<file path="src/rtl/alarm_pkg.sv">
// Shared types, BCD limits and digit-increment helpers for the alarm-time editor.
package alarm_pkg;

  typedef enum logic [1:0] {IDLE, EDIT_HOUR, EDIT_MIN} alarm_state_t;

  localparam logic [3:0] HOUR_MAX_DEC      = 4'd2;
  localparam logic [3:0] HOUR_MAX_ONE_AT_2 = 4'd3;
  localparam logic [3:0] MIN_MAX_DEC       = 4'd5;
  localparam logic [3:0] DIGIT_MAX         = 4'd9;

  typedef struct packed {
    logic [3:0] hdec;
    logic [3:0] hone;
    logic [3:0] mdec;
    logic [3:0] mone;
  } bcd_time_t;

  function automatic bcd_time_t inc_hour(input bcd_time_t t);
    bcd_time_t r;
    r = t;
    if (t.hdec == HOUR_MAX_DEC && t.hone == HOUR_MAX_ONE_AT_2) begin
      r.hdec = 4'd0;
      r.hone = 4'd0;
    end else if (t.hone == DIGIT_MAX) begin
      r.hdec = t.hdec + 4'd1;
      r.hone = 4'd0;
    end else begin
      r.hone = t.hone + 4'd1;
    end
    return r;
  endfunction

  // Minute wrap deliberately leaves the hour digits alone.
  function automatic bcd_time_t inc_min(input bcd_time_t t);
    bcd_time_t r;
    r = t;
    if (t.mone == DIGIT_MAX) begin
      r.mone = 4'd0;
      r.mdec = (t.mdec == MIN_MAX_DEC) ? 4'd0 : t.mdec + 4'd1;
    end else begin
      r.mone = t.mone + 4'd1;
    end
    return r;
  endfunction

endpackage

</file>
<file path="src/rtl/alarm_btn_repeat.sv">
// Rising-edge press detect plus hold-to-repeat pulse generator for one button.
module alarm_btn_repeat #(
  parameter int REPEAT_DELAY  = 500,
  parameter int REPEAT_PERIOD = 100
) (
  input  logic clk,
  input  logic rst,
  input  logic btn_i,
  input  logic en_i,
  output logic press_o,
  output logic rep_o
);

  // cnt_q is 0 when not in a held press, else cycles since the press (press cycle = 0 -> 1).
  localparam int CW = $clog2(REPEAT_DELAY + 2);
  localparam logic [CW-1:0] FIRE_AT = CW'(REPEAT_DELAY + 1);
  localparam logic [CW-1:0] RELOAD  = CW'(REPEAT_DELAY + 2 - REPEAT_PERIOD);

  logic          prev_q, arm_q;
  logic [CW-1:0] cnt_q, cnt_d;
  logic          fire;

  // arm_q blocks a press from a level already high when reset is released.
  assign press_o = btn_i & ~prev_q & arm_q;
  assign fire    = btn_i & (cnt_q == FIRE_AT);
  assign rep_o   = fire & en_i;

  always_comb begin
    cnt_d = '0;
    if (btn_i) begin
      if (press_o)           cnt_d = CW'(1);
      else if (fire)         cnt_d = RELOAD;
      else if (cnt_q != '0)  cnt_d = cnt_q + CW'(1);
    end
  end

  always_ff @(posedge clk or posedge rst) begin
    if (rst) begin
      prev_q <= 1'b0;
      arm_q  <= 1'b0;
      cnt_q  <= '0;
    end else begin
      prev_q <= btn_i;
      arm_q  <= arm_q | ~btn_i;
      cnt_q  <= cnt_d;
    end
  end

endmodule

</file>
<file path="src/rtl/alarm_set_ctrl.sv">
// Button-driven alarm-time editor: edits a shadow time and commits it to the
// alarm sound controller, with auto-repeat on inc and an inactivity timeout.
module alarm_set_ctrl
  import alarm_pkg::*;
#(
  parameter int REPEAT_DELAY  = 500,
  parameter int REPEAT_PERIOD = 100,
  parameter int EDIT_TIMEOUT  = 5000
) (
  input  logic       clk,
  input  logic       rst,
  input  logic       btn_mode,
  input  logic       btn_inc,
  output logic [3:0] hourdec_bud,
  output logic [3:0] hourone_bud,
  output logic [3:0] mindec_bud,
  output logic [3:0] minone_bud,
  output logic       bud_on,
  output logic       edit_hour,
  output logic       edit_min,
  output logic [3:0] disp_hourdec,
  output logic [3:0] disp_hourone,
  output logic [3:0] disp_mindec,
  output logic [3:0] disp_minone
);

  localparam int TW = $clog2(EDIT_TIMEOUT + 1);
  localparam logic [TW-1:0] TMO_LAST = TW'(EDIT_TIMEOUT - 1);

  alarm_state_t st_q, st_d;
  bcd_time_t    sh_q, sh_d, cm_q, cm_d, disp_q, disp_d;
  logic         on_q, on_d, eh_q, em_q;
  logic [TW-1:0] tmo_q, tmo_d;
  logic         mprev_q, marm_q, mode_press;
  logic         inc_press, inc_rep, inc_evt;

  assign mode_press = btn_mode & ~mprev_q & marm_q;
  assign inc_evt    = inc_press | inc_rep;

  alarm_btn_repeat #(
    .REPEAT_DELAY (REPEAT_DELAY),
    .REPEAT_PERIOD(REPEAT_PERIOD)
  ) u_inc (
    .clk    (clk),
    .rst    (rst),
    .btn_i  (btn_inc),
    .en_i   (st_q != IDLE),
    .press_o(inc_press),
    .rep_o  (inc_rep)
  );

  // Priority in edit states: mode press, then inc event, then timeout.
  always_comb begin
    st_d  = st_q;
    sh_d  = sh_q;
    cm_d  = cm_q;
    on_d  = on_q;
    tmo_d = '0;
    case (st_q)
      IDLE: begin
        if (mode_press) begin
          sh_d = cm_q;
          st_d = EDIT_HOUR;
        end else if (inc_press) begin
          on_d = ~on_q;
        end
      end
      EDIT_HOUR, EDIT_MIN: begin
        if (mode_press) begin
          if (st_q == EDIT_HOUR) begin
            st_d = EDIT_MIN;
          end else begin
            cm_d = sh_q;
            on_d = 1'b1;
            st_d = IDLE;
          end
        end else if (inc_evt) begin
          sh_d = (st_q == EDIT_HOUR) ? inc_hour(sh_q) : inc_min(sh_q);
        end else if (tmo_q == TMO_LAST) begin
          st_d = IDLE;
        end else begin
          tmo_d = tmo_q + TW'(1);
        end
      end
      default: st_d = IDLE;
    endcase
    disp_d = (st_d == IDLE) ? cm_d : sh_d;
  end

  always_ff @(posedge clk or posedge rst) begin
    if (rst) begin
      st_q    <= IDLE;
      sh_q    <= '0;
      cm_q    <= '0;
      disp_q  <= '0;
      on_q    <= 1'b0;
      eh_q    <= 1'b0;
      em_q    <= 1'b0;
      tmo_q   <= '0;
      mprev_q <= 1'b0;
      marm_q  <= 1'b0;
    end else begin
      st_q    <= st_d;
      sh_q    <= sh_d;
      cm_q    <= cm_d;
      disp_q  <= disp_d;
      on_q    <= on_d;
      eh_q    <= (st_d == EDIT_HOUR);
      em_q    <= (st_d == EDIT_MIN);
      tmo_q   <= tmo_d;
      mprev_q <= btn_mode;
      marm_q  <= marm_q | ~btn_mode;
    end
  end

  assign hourdec_bud  = cm_q.hdec;
  assign hourone_bud  = cm_q.hone;
  assign mindec_bud   = cm_q.mdec;
  assign minone_bud   = cm_q.mone;
  assign bud_on       = on_q;
  assign edit_hour    = eh_q;
  assign edit_min     = em_q;
  assign disp_hourdec = disp_q.hdec;
  assign disp_hourone = disp_q.hone;
  assign disp_mindec  = disp_q.mdec;
  assign disp_minone  = disp_q.mone;

endmodule
</file>
<file path="config.mk">
export PLATFORM = sky130hd
export DESIGN_NAME = alarm_set_ctrl
export DESIGN_NICKNAME = d
export VERILOG_FILES = /design/src/rtl/alarm_pkg.sv /design/src/rtl/alarm_btn_repeat.sv /design/src/rtl/alarm_set_ctrl.sv
export SDC_FILE = /design/constraint.sdc
export NUM_CORES = 1
export LEC_CHECK = 0
export CAP_MARGIN = 20
export CORE_UTILIZATION = 64
export DETAILED_ROUTE_END_ITERATION = 16
export DONT_BUFFER_PORTS = 1
export GPL_ROUTABILITY_DRIVEN = 0
export PLACE_DENSITY_LB_ADDON = 0.12
export SLEW_MARGIN = 15
export SYNTH_ARGS = -nofsm -noshare
export SYNTH_HDL_FRONTEND = slang
export SYNTH_SLANG_ARGS = --single-unit
</file>
<file path="constraint.sdc">
create_clock -name clk -period 8.07 [get_ports clk]
set_clock_uncertainty 0.2 [all_clocks]
set_input_delay 2.0175 -clock clk [delete_from_list [all_inputs] [get_ports clk]]
set_output_delay 2.0175 -clock clk [all_outputs]
set_load 0.02 [all_outputs]
</file>
; After elaboration in Yosys (flattened, before gate mapping)
; Cells that the tools add are included.
[word_totals]
output_inout_bits = 35
reg_bits = 79
word_cells = 99
in_bits = 4
[op_classes]
n_mux = 34
bitwise = 14
eq_ne = 15
addsub = 6
reduce_logical = 8
[ops]
columns = op, n
row1 = $mux 16, 8
row2 = $mux 13, 4
row3 = $mux 9, 4
row4 = $pmux 16 s2, 1
row5 = $mux 4, 5
row6 = $add 4x1->4 const B, 4
row7 = $add 13x1->13 const B, 1
row8 = $eq 13x13->1 const B, 1
row9 = $mux 2, 5
row10 = $add 9x1->9 const B, 1
row11 = $eq 9x9->1 const B, 1
row12 = $reduce_bool 9->1, 1
row13 = $eq 4x2->1 const B, 2
row14 = $eq 4x4->1 const B, 2
row15 = $mux 8, 1
row16 = $ne 2x2->1 const B, 4
row17 = $and 1x1->1, 6
row18 = $not 1->1, 5
row19 = $reduce_and 5->1, 1
row20 = $eq 2x1->1 const B, 2
row21 = $eq 2x2->1 const B, 2
row22 = $eq 4x3->1 const B, 1
row23 = $logic_not 2->1, 2
row24 = $mux 1, 4
row25 = other kinds (6), 9

; Logic depth before layout (Yosys ltp)
; Gate-level depths: netlist (run 1).
[logic_depth]
word_depth = 9
depth_mapped = 10
ltp_nobuf = 8

; By module
; Synthesis (run 1) repeated with hierarchy kept, for this count alone.
[hier_totals]
cells_unflattened = 369
area_unflattened_um2 = 4126.5
[modules_own_cells]
columns = module, seq_area_each_um2, area_each_um2, cells_per_inst, instances
row1 = alarm_set_ctrl, 1701.6, 3538.4, 313, 1
row2 = alarm_btn_repeat, 275.3, 588.1, 56, 1

; Worst setup path before layout (run 1)
; Ideal clock, no wire load.
[synth_path]
path_type = input to register
startpoint = input btn_inc
endpoint = register disp_q (netlist bit disp_hourdec[0])
arrival_time_ps = 3678
path_buffers = 2
path_stages = 8
t_required_ps = 7745
path_slack_ps = 4067
path_cell_list = nand3_1 or4_4 buf_6 nand3_1 o21ai_0 nand2_2 buf_4 mux2_2
[synth_lines]
columns = element, line
row1 = from (decl), alarm_set_ctrl.sv:13  ; input logic btn_inc,
row2 = to (signal assigned), alarm_set_ctrl.sv:106  ; disp_q <= disp_d;
row3 = to (decl), alarm_set_ctrl.sv:31  ; bcd_time_t sh_q, sh_d, cm_q, cm_d, disp_q, disp_d;

==> impl_metrics.toml, run 1 <==
[outcome]
outcome = "completed"

[cells_and_area]
syn_to_final_growth_pct = 5.914
mostFrequentLayoutCells = "79 x dfrtp_1, 33 x nor2_1, 32 x nand2_1"
final_nets = 422
antenna_cells = 0
multi_input_area_um2 = 2047
drive_gt1_share_pct = 12.99
final_common_cell = "dfrtp_1"
regArea_um2 = 1977
fill_cells = 517

[synthesis]
synth_top_area_cell = "dfrtp_1"
postSynthCellCount = 407
synth_edf_count = 0
yosys_most_used_dff = "dfrtp_1"
ys_seq_area_share_pct = 47.43
synth_top_area_share_pct = 47.43
syn_area_um2 = 4168
synth_cell_types = 56
synth_fp_nets = 426
ys_ff_latch = 79
avgSynthCellArea_um2 = 10.24
async_reset_ff_share_pct = 100.0
synth_area_leaders = "dfrtp_1 47%, mux2_2 7.0%, ha_1 4.5%"
yosys_warnings = 0

[global_route]
grt_pass1_wl_um = 13490
grt_pass1_vias = 2870
grt.total_usage_pct = 26.65
grt_start_max_net_pins = 80
overflow = 0
antenna_found_initial = 0

[power]
peakVddDrop_mv = 0.2411
p_per_area_nw_per_um2 = 303.3
p_leak_nw = 2.011

[hold_path]
min-delay-start = "u_inc.arm_q"
min_path_type = "reg2reg"

[critical_path]
reg2reg_from = "st_q[0]"
critical_path.top_delay_family = "simple AND/OR/NAND/NOR gates"
critical_path.slowest_cell = "nand3b_1"
max_stage_delay_ns = 0.61
arrival_ns = 4.46
cp-end-kind = "register"
crit_fanout = 21
critPathRequiredTime_ns = 8.08
worst-path-buf-inv = 0
crit_type = "in2reg"
crit_path_start = "btn_mode"
path_cells = "nand3b_1, nor2_1, nand2_1, mux2_2, and3b_1, a31oi_1"
crit_path_start_kind = "input pin"

[clock_tree]
cts_tree = "done"
cts_root_buffer = "clkbuf_8"
cts_resized = 0
hold_buffers = 0
clkSinkCount = 79
clk_pin_slew_ns = 0.07
clock_path_buffers = 2
cts_buffers = 9
clk_latency_ns = 0.35
htreeDepth = 3
post_cts_buffers = 0

[timing]
timing.fmax_ghz = 0.2248
hold_viol = 0
finalSetupViolCount = 0
maxSlewHeadroom_pct = 38.04
rsz0062_at_grt = "no"
worst_slew_pin_slew_ns = 0.9266
layout_min_cycle_time_ns = 4.449
fin_crit_sh_pct = 55.13
setup-tns-final_ns = 0
holdWs_ns = 0.2784
drv_slew = 0

[placed_design]
place_hpwl_um = 5519
port-buffer-count = 0

[routing]
highest_layer = "met4"
vias = 3070
routedWlPerCell_um = 17.68
drtAntennaViolNets = 0
dr.pass1.iters = 5
drc = 0
vias_per_cell = 6.330
drt-initial-drc-count = 257
wl_um = 8573
dr_wl_met2_um = 4166
wl_met1_um = 3789
routed-wl-met3_um = 493

[floorplanning]
die-area_um2 = 6838
die_x_um = 82.70
die_h_um = 82.70
coreArea_um2 = 6314
rows = 29
initial_utilization_pct = 66.01
io_pins = 39

[job]
maxCapViolations = 0
[metal layers]
metal  vias to the layer above  track usage [%]
met5                         -                0
met2                       103            43.93
li1                       1467                -
met4                         0            9.828
met3                        13            7.253
met1                      1487            33.40
[registers in the layout, summed over array words and instances (netlist names)]
signal / flops
sh_q: 16
tmo_q: 13
u_inc.cnt_q: 9
disp_hourdec: 4
disp_hourone: 4
disp_mindec: 4
disp_minone: 4
hourdec_bud: 4
hourone_bud: 4
mindec_bud: 4
minone_bud: 4
st_q: 2
bud_on: 1
edit_hour: 1
edit_min: 1
marm_q: 1
mprev_q: 1
u_inc.arm_q: 1
u_inc.prev_q: 1
[Yosys cell counts, types with 5 or more instances]
cell,count
dfrtp_1,79
a31oi_1,5
mux2_2,26
a21oi_1,20
and3_1,12
nor4_1,5
nand3b_1,6
o21ai_0,15
nand3_1,23
nor2_1,33
inv_1,15
a22oi_1,9
a22o_1,6
xor2_1,10
clkbuf_1,12
nand2_1,32
and3b_1,5
xnor2_1,8
or3_1,5
ha_1,15
nand2b_1,5
[logic make-up (layout without fill, tap and decap cells)]
group,Yosys count,count (layout),share of synthesized area (%)
compound gates,79,79,12.70
fa+ha+maj,15,15,4.503
simple gates,152,152,19.84
buf+inv,33,34,3.452
mux,31,31,8.286
flops,79,79,47.43
xor+xnor,18,18,3.783
[final timing paths]
check / endpoint / slack (ns) / depth (start not counted)
worst max-delay path: disp_hourone[1] / 3.62 / 6
worst min-delay path: u_inc.arm_q / 0.28 / 1
worst max register to register: disp_hourone[0] / 4.46 / 7
worst min register to register: u_inc.arm_q / 0.28 / 1
max in group asynchronous: mprev_q / 5.67 / 3
min in group asynchronous: u_inc.cnt_q[5] / 1.42 / 2
[per-stage QoR]
| step | util, % | area, um^2 | cells | power (mW) | setup slack (ns) |
|---|---|---|---|---|---|
| 2_1_floorplan | - | 4168 | 407 | 0.9452 | 3.829 |
| 3_3_place_gp | 66.35 | 4189 | 468 | 1.036 | 3.388 |
| 3_5_place_dp | 66.35 | 4189 | 468 | 1.048 | 3.317 |
| 4_1_cts | 69.48 | 4387 | 484 | 1.340 | 3.672 |
| 5_1_grt | 69.92 | 4414 | 485 | 1.423 | 3.522 |
| 6_report | 69.92 | 4414 | 485 | 1.339 | 3.621 |
[cell type report]
cell class	count	area share, %
multi-input combinational	295	46.37
sequential	79	44.78
clock buffer	11	3.203
tap	77	2.183
inverter	16	1.389
clock inverter	5	1.276
timing repair buffer	2	0.7937
[worst reg2reg max path, cell delays in order (launching register included)]
cell	delay, ns
dfrtp_1	0.42
ha_1	0.77
inv_1	0.31
nand2_1	0.49
nor3_1	0.10
a21oi_1	0.40
nand2_2	0.37
mux2_1	0.43
[report_power, final]
part	switching [mW]	internal, mW	total (mW)
sequential	0.139	0.474	0.613
combinational	0.269	0.165	0.434
clock	0.140	0.151	0.291
total	0.548	0.791	1.34
(Power assumes the default switching activity.)
==> run 2, diff against run 1 <==
CORE_UTILIZATION = 57   (was 64)
clock period = 4 ns   (was 8.07 ns; I/O delays follow)
==> run 2 against run 1 <==
Register-to-register slack got worse by 3.8 ns. Worst hold slack got worse by 0.0079 ns. Routed wire length increased by 5.4%. Critical endpoint is now disp_minone[3]. Critical path type is now reg2reg. Sequential power increased by 100%. First-iteration DRC count increased by 21%. Setup slack got worse by 3.0 ns. Sequential share of layout area decreased by 0.88 points.
==> impl_metrics.toml, run 2 (synthesis gave the netlist of run 1 again) <==
[outcome]
outcome = "completed"

[power]
p_sw_mw = 1.133
p_int_mw = 1.757
p_sw_share_pct = 39.20
total_power_mw = 2.890
pwr-share-comb_pct = 31.6
p_clk_share_pct = 25.2
peakVddDrop_mv = 0.3321
seqPwrFrac_pct = 43.2
p_per_area_nw_per_um2 = 641.8
p_leak_nw = 2.050

[clock_tree]
clk_pin_slew_ns = 0.08
cts_tree = "done"
cts_resized = 0
cts_root_buffer = "clkbuf_8"
htreeDepth = 3
hold_buffers = 0
clkSinkCount = 79
clk_latency_ns = 0.35
clock_path_buffers = 2
cts_buffers = 9
post_cts_buffers = 0

[critical_path]
max_stage_delay_ns = 0.58
worst-path-buf-inv = 1
critPathRequiredTime_ns = 4.03
critical_path.slowest_cell = "ha_1"
crit_fanout = 16
critical_path.top_delay_family = "simple AND/OR/NAND/NOR gates"
cp-end-kind = "register"
path_cells = "inv_1, ha_1, or4_4, nand3_1, o21ai_0, nand2_2, mux2_1"
crit_path_start = "st_q[1]"
crit_path_start_kind = "register"
crit_type = "reg2reg"
arrival_ns = 3.38
reg2reg_from = "st_q[1]"

[placed_design]
place_area_um2 = 4258
place_hpwl_um = 6077
placed_cells = 493
port-buffer-count = 0
place_ws_ns = 0.7266

[timing]
hold_viol = 0
final.setup.worst_slack_ns = 0.6485
rsz0062_at_grt = "no"
maxSlewHeadroom_pct = 54.38
worst_slew_pin_slew_ns = 0.6842
setup-tns-final_ns = 0
drv_slew = 0
timing.fmax_ghz = 0.2984
layout_min_cycle_time_ns = 3.352
fin_crit_sh_pct = 83.79
finalSetupViolCount = 0

[floorplanning]
die_x_um = 87.51
die_h_um = 87.51
rows = 30
coreArea_um2 = 6944
io_pins = 39
initial_utilization_pct = 60.02
die-area_um2 = 7658

[routing]
vias_per_cell = 6.195
drc = 0
drt-initial-drc-count = 310
wl_um = 9038
dr.pass1.iters = 5
vias = 3147
routedWlPerCell_um = 17.79
drtAntennaViolNets = 0

[hold_path]
min-delay-start = "u_inc.arm_q"
min_path_type = "reg2reg"

[cells_and_area]
top_regs = "sh_q (16), tmo_q (13), u_inc.cnt_q (9)"
drive_gt1_share_pct = 13.83
antenna_cells = 0
mostFrequentLayoutCells = "79 x dfrtp_1, 33 x nor2_1, 32 x nand2_1"
final_common_cell = "dfrtp_1"
fill_cells = 563
finish.instance_area_um2 = 4503
syn_to_final_growth_pct = 8.046
final_nets = 427
largest_reg_flops = 16
finalNonFillerCells = 508
largest-register = "sh_q"

[global_route]
grt_pass1_vias = 3094
gr-usage-met1_pct = 38.48
grt_start_max_net_pins = 34
overflow = 0
grt.total_usage_pct = 26.73
grt_pass1_wl_um = 15590
use_met2_pct = 40.20
met3_usage_pct = 6.256
top_usage_layer = "met2"
antenna_found_initial = 0

[job]
maxCapViolations = 0
-- run 2: changes by cell type in the layout (fill, tap and decap cells not counted) --
cell / change
buf_16: -1
inv_6: -1
clkinv_2: -2
buf_4: +6
bufinv_16: +2
clkbuf_8: +1
clkinvlp_4: -1
-- run 2: path summary, 6_finish.rpt --
path	endpoint	slack, ns	depth (start not counted)
min in group asynchronous	tmo_q[5]	0.37	1
worst min register to register	u_inc.arm_q	0.27	1
worst min-delay path	u_inc.arm_q	0.27	1
worst max-delay path	disp_minone[3]	0.65	7
max in group asynchronous	minone_bud[0]	2.48	2
worst max register to register	disp_minone[3]	0.65	7
-- run 2: metal layers --
layer	share of wire, %	routed length, um
met1	47	4213
met5	0	0
met3	7.0	637
met2	45	4099
met4	0.96	87
-- run 2: cell type report --
cell class | count | area (um^2) | area share (%)
clock buffer | 12 | 155.1 | 3.445
clock inverter | 3 | 90.09 | 2.001
tap | 96 | 120.1 | 2.667
sequential | 79 | 1977 | 43.90
multi-input combinational | 295 | 2047 | 45.46
inverter | 16 | 61.31 | 1.361
timing repair buffer | 7 | 52.55 | 1.167
-- run 2: power groups by stage --
| stage | Clock, mW | Combinational (mW) | Sequential (mW) |
|---|---|---|---|
| floorplan | 0 | 0.702 | 1.21 |
| global placement | 0 | 0.877 | 1.26 |
| detailed placement | 0 | 0.900 | 1.26 |
| CTS | 0.735 | 0.907 | 1.25 |
| global route | 0.774 | 1.01 | 1.27 |
| finish | 0.728 | 0.914 | 1.25 |
-- run 2: per-stage QoR --
| stage | hold WS (ns) | utilization (%) |
|---|---|---|
| 6_report | 0.2705 | 64.85 |
| 5_1_grt | 0.2912 | 64.85 |
| 4_1_cts | 0.2754 | 64.85 |
| 3_5_place_dp | 0.2585 | 61.32 |
| 3_3_place_gp | 0.2514 | 61.32 |
| 2_1_floorplan | 0.2358 | - |
-- run 2: worst register-to-register path: stages (launching register included) --
cell and delay (ns):
dfrtp_1 0.42, inv_1 0.13, ha_1 0.58, or4_4 0.35, nand3_1 0.17, o21ai_0 0.51
nand2_2 0.44, mux2_1 0.43
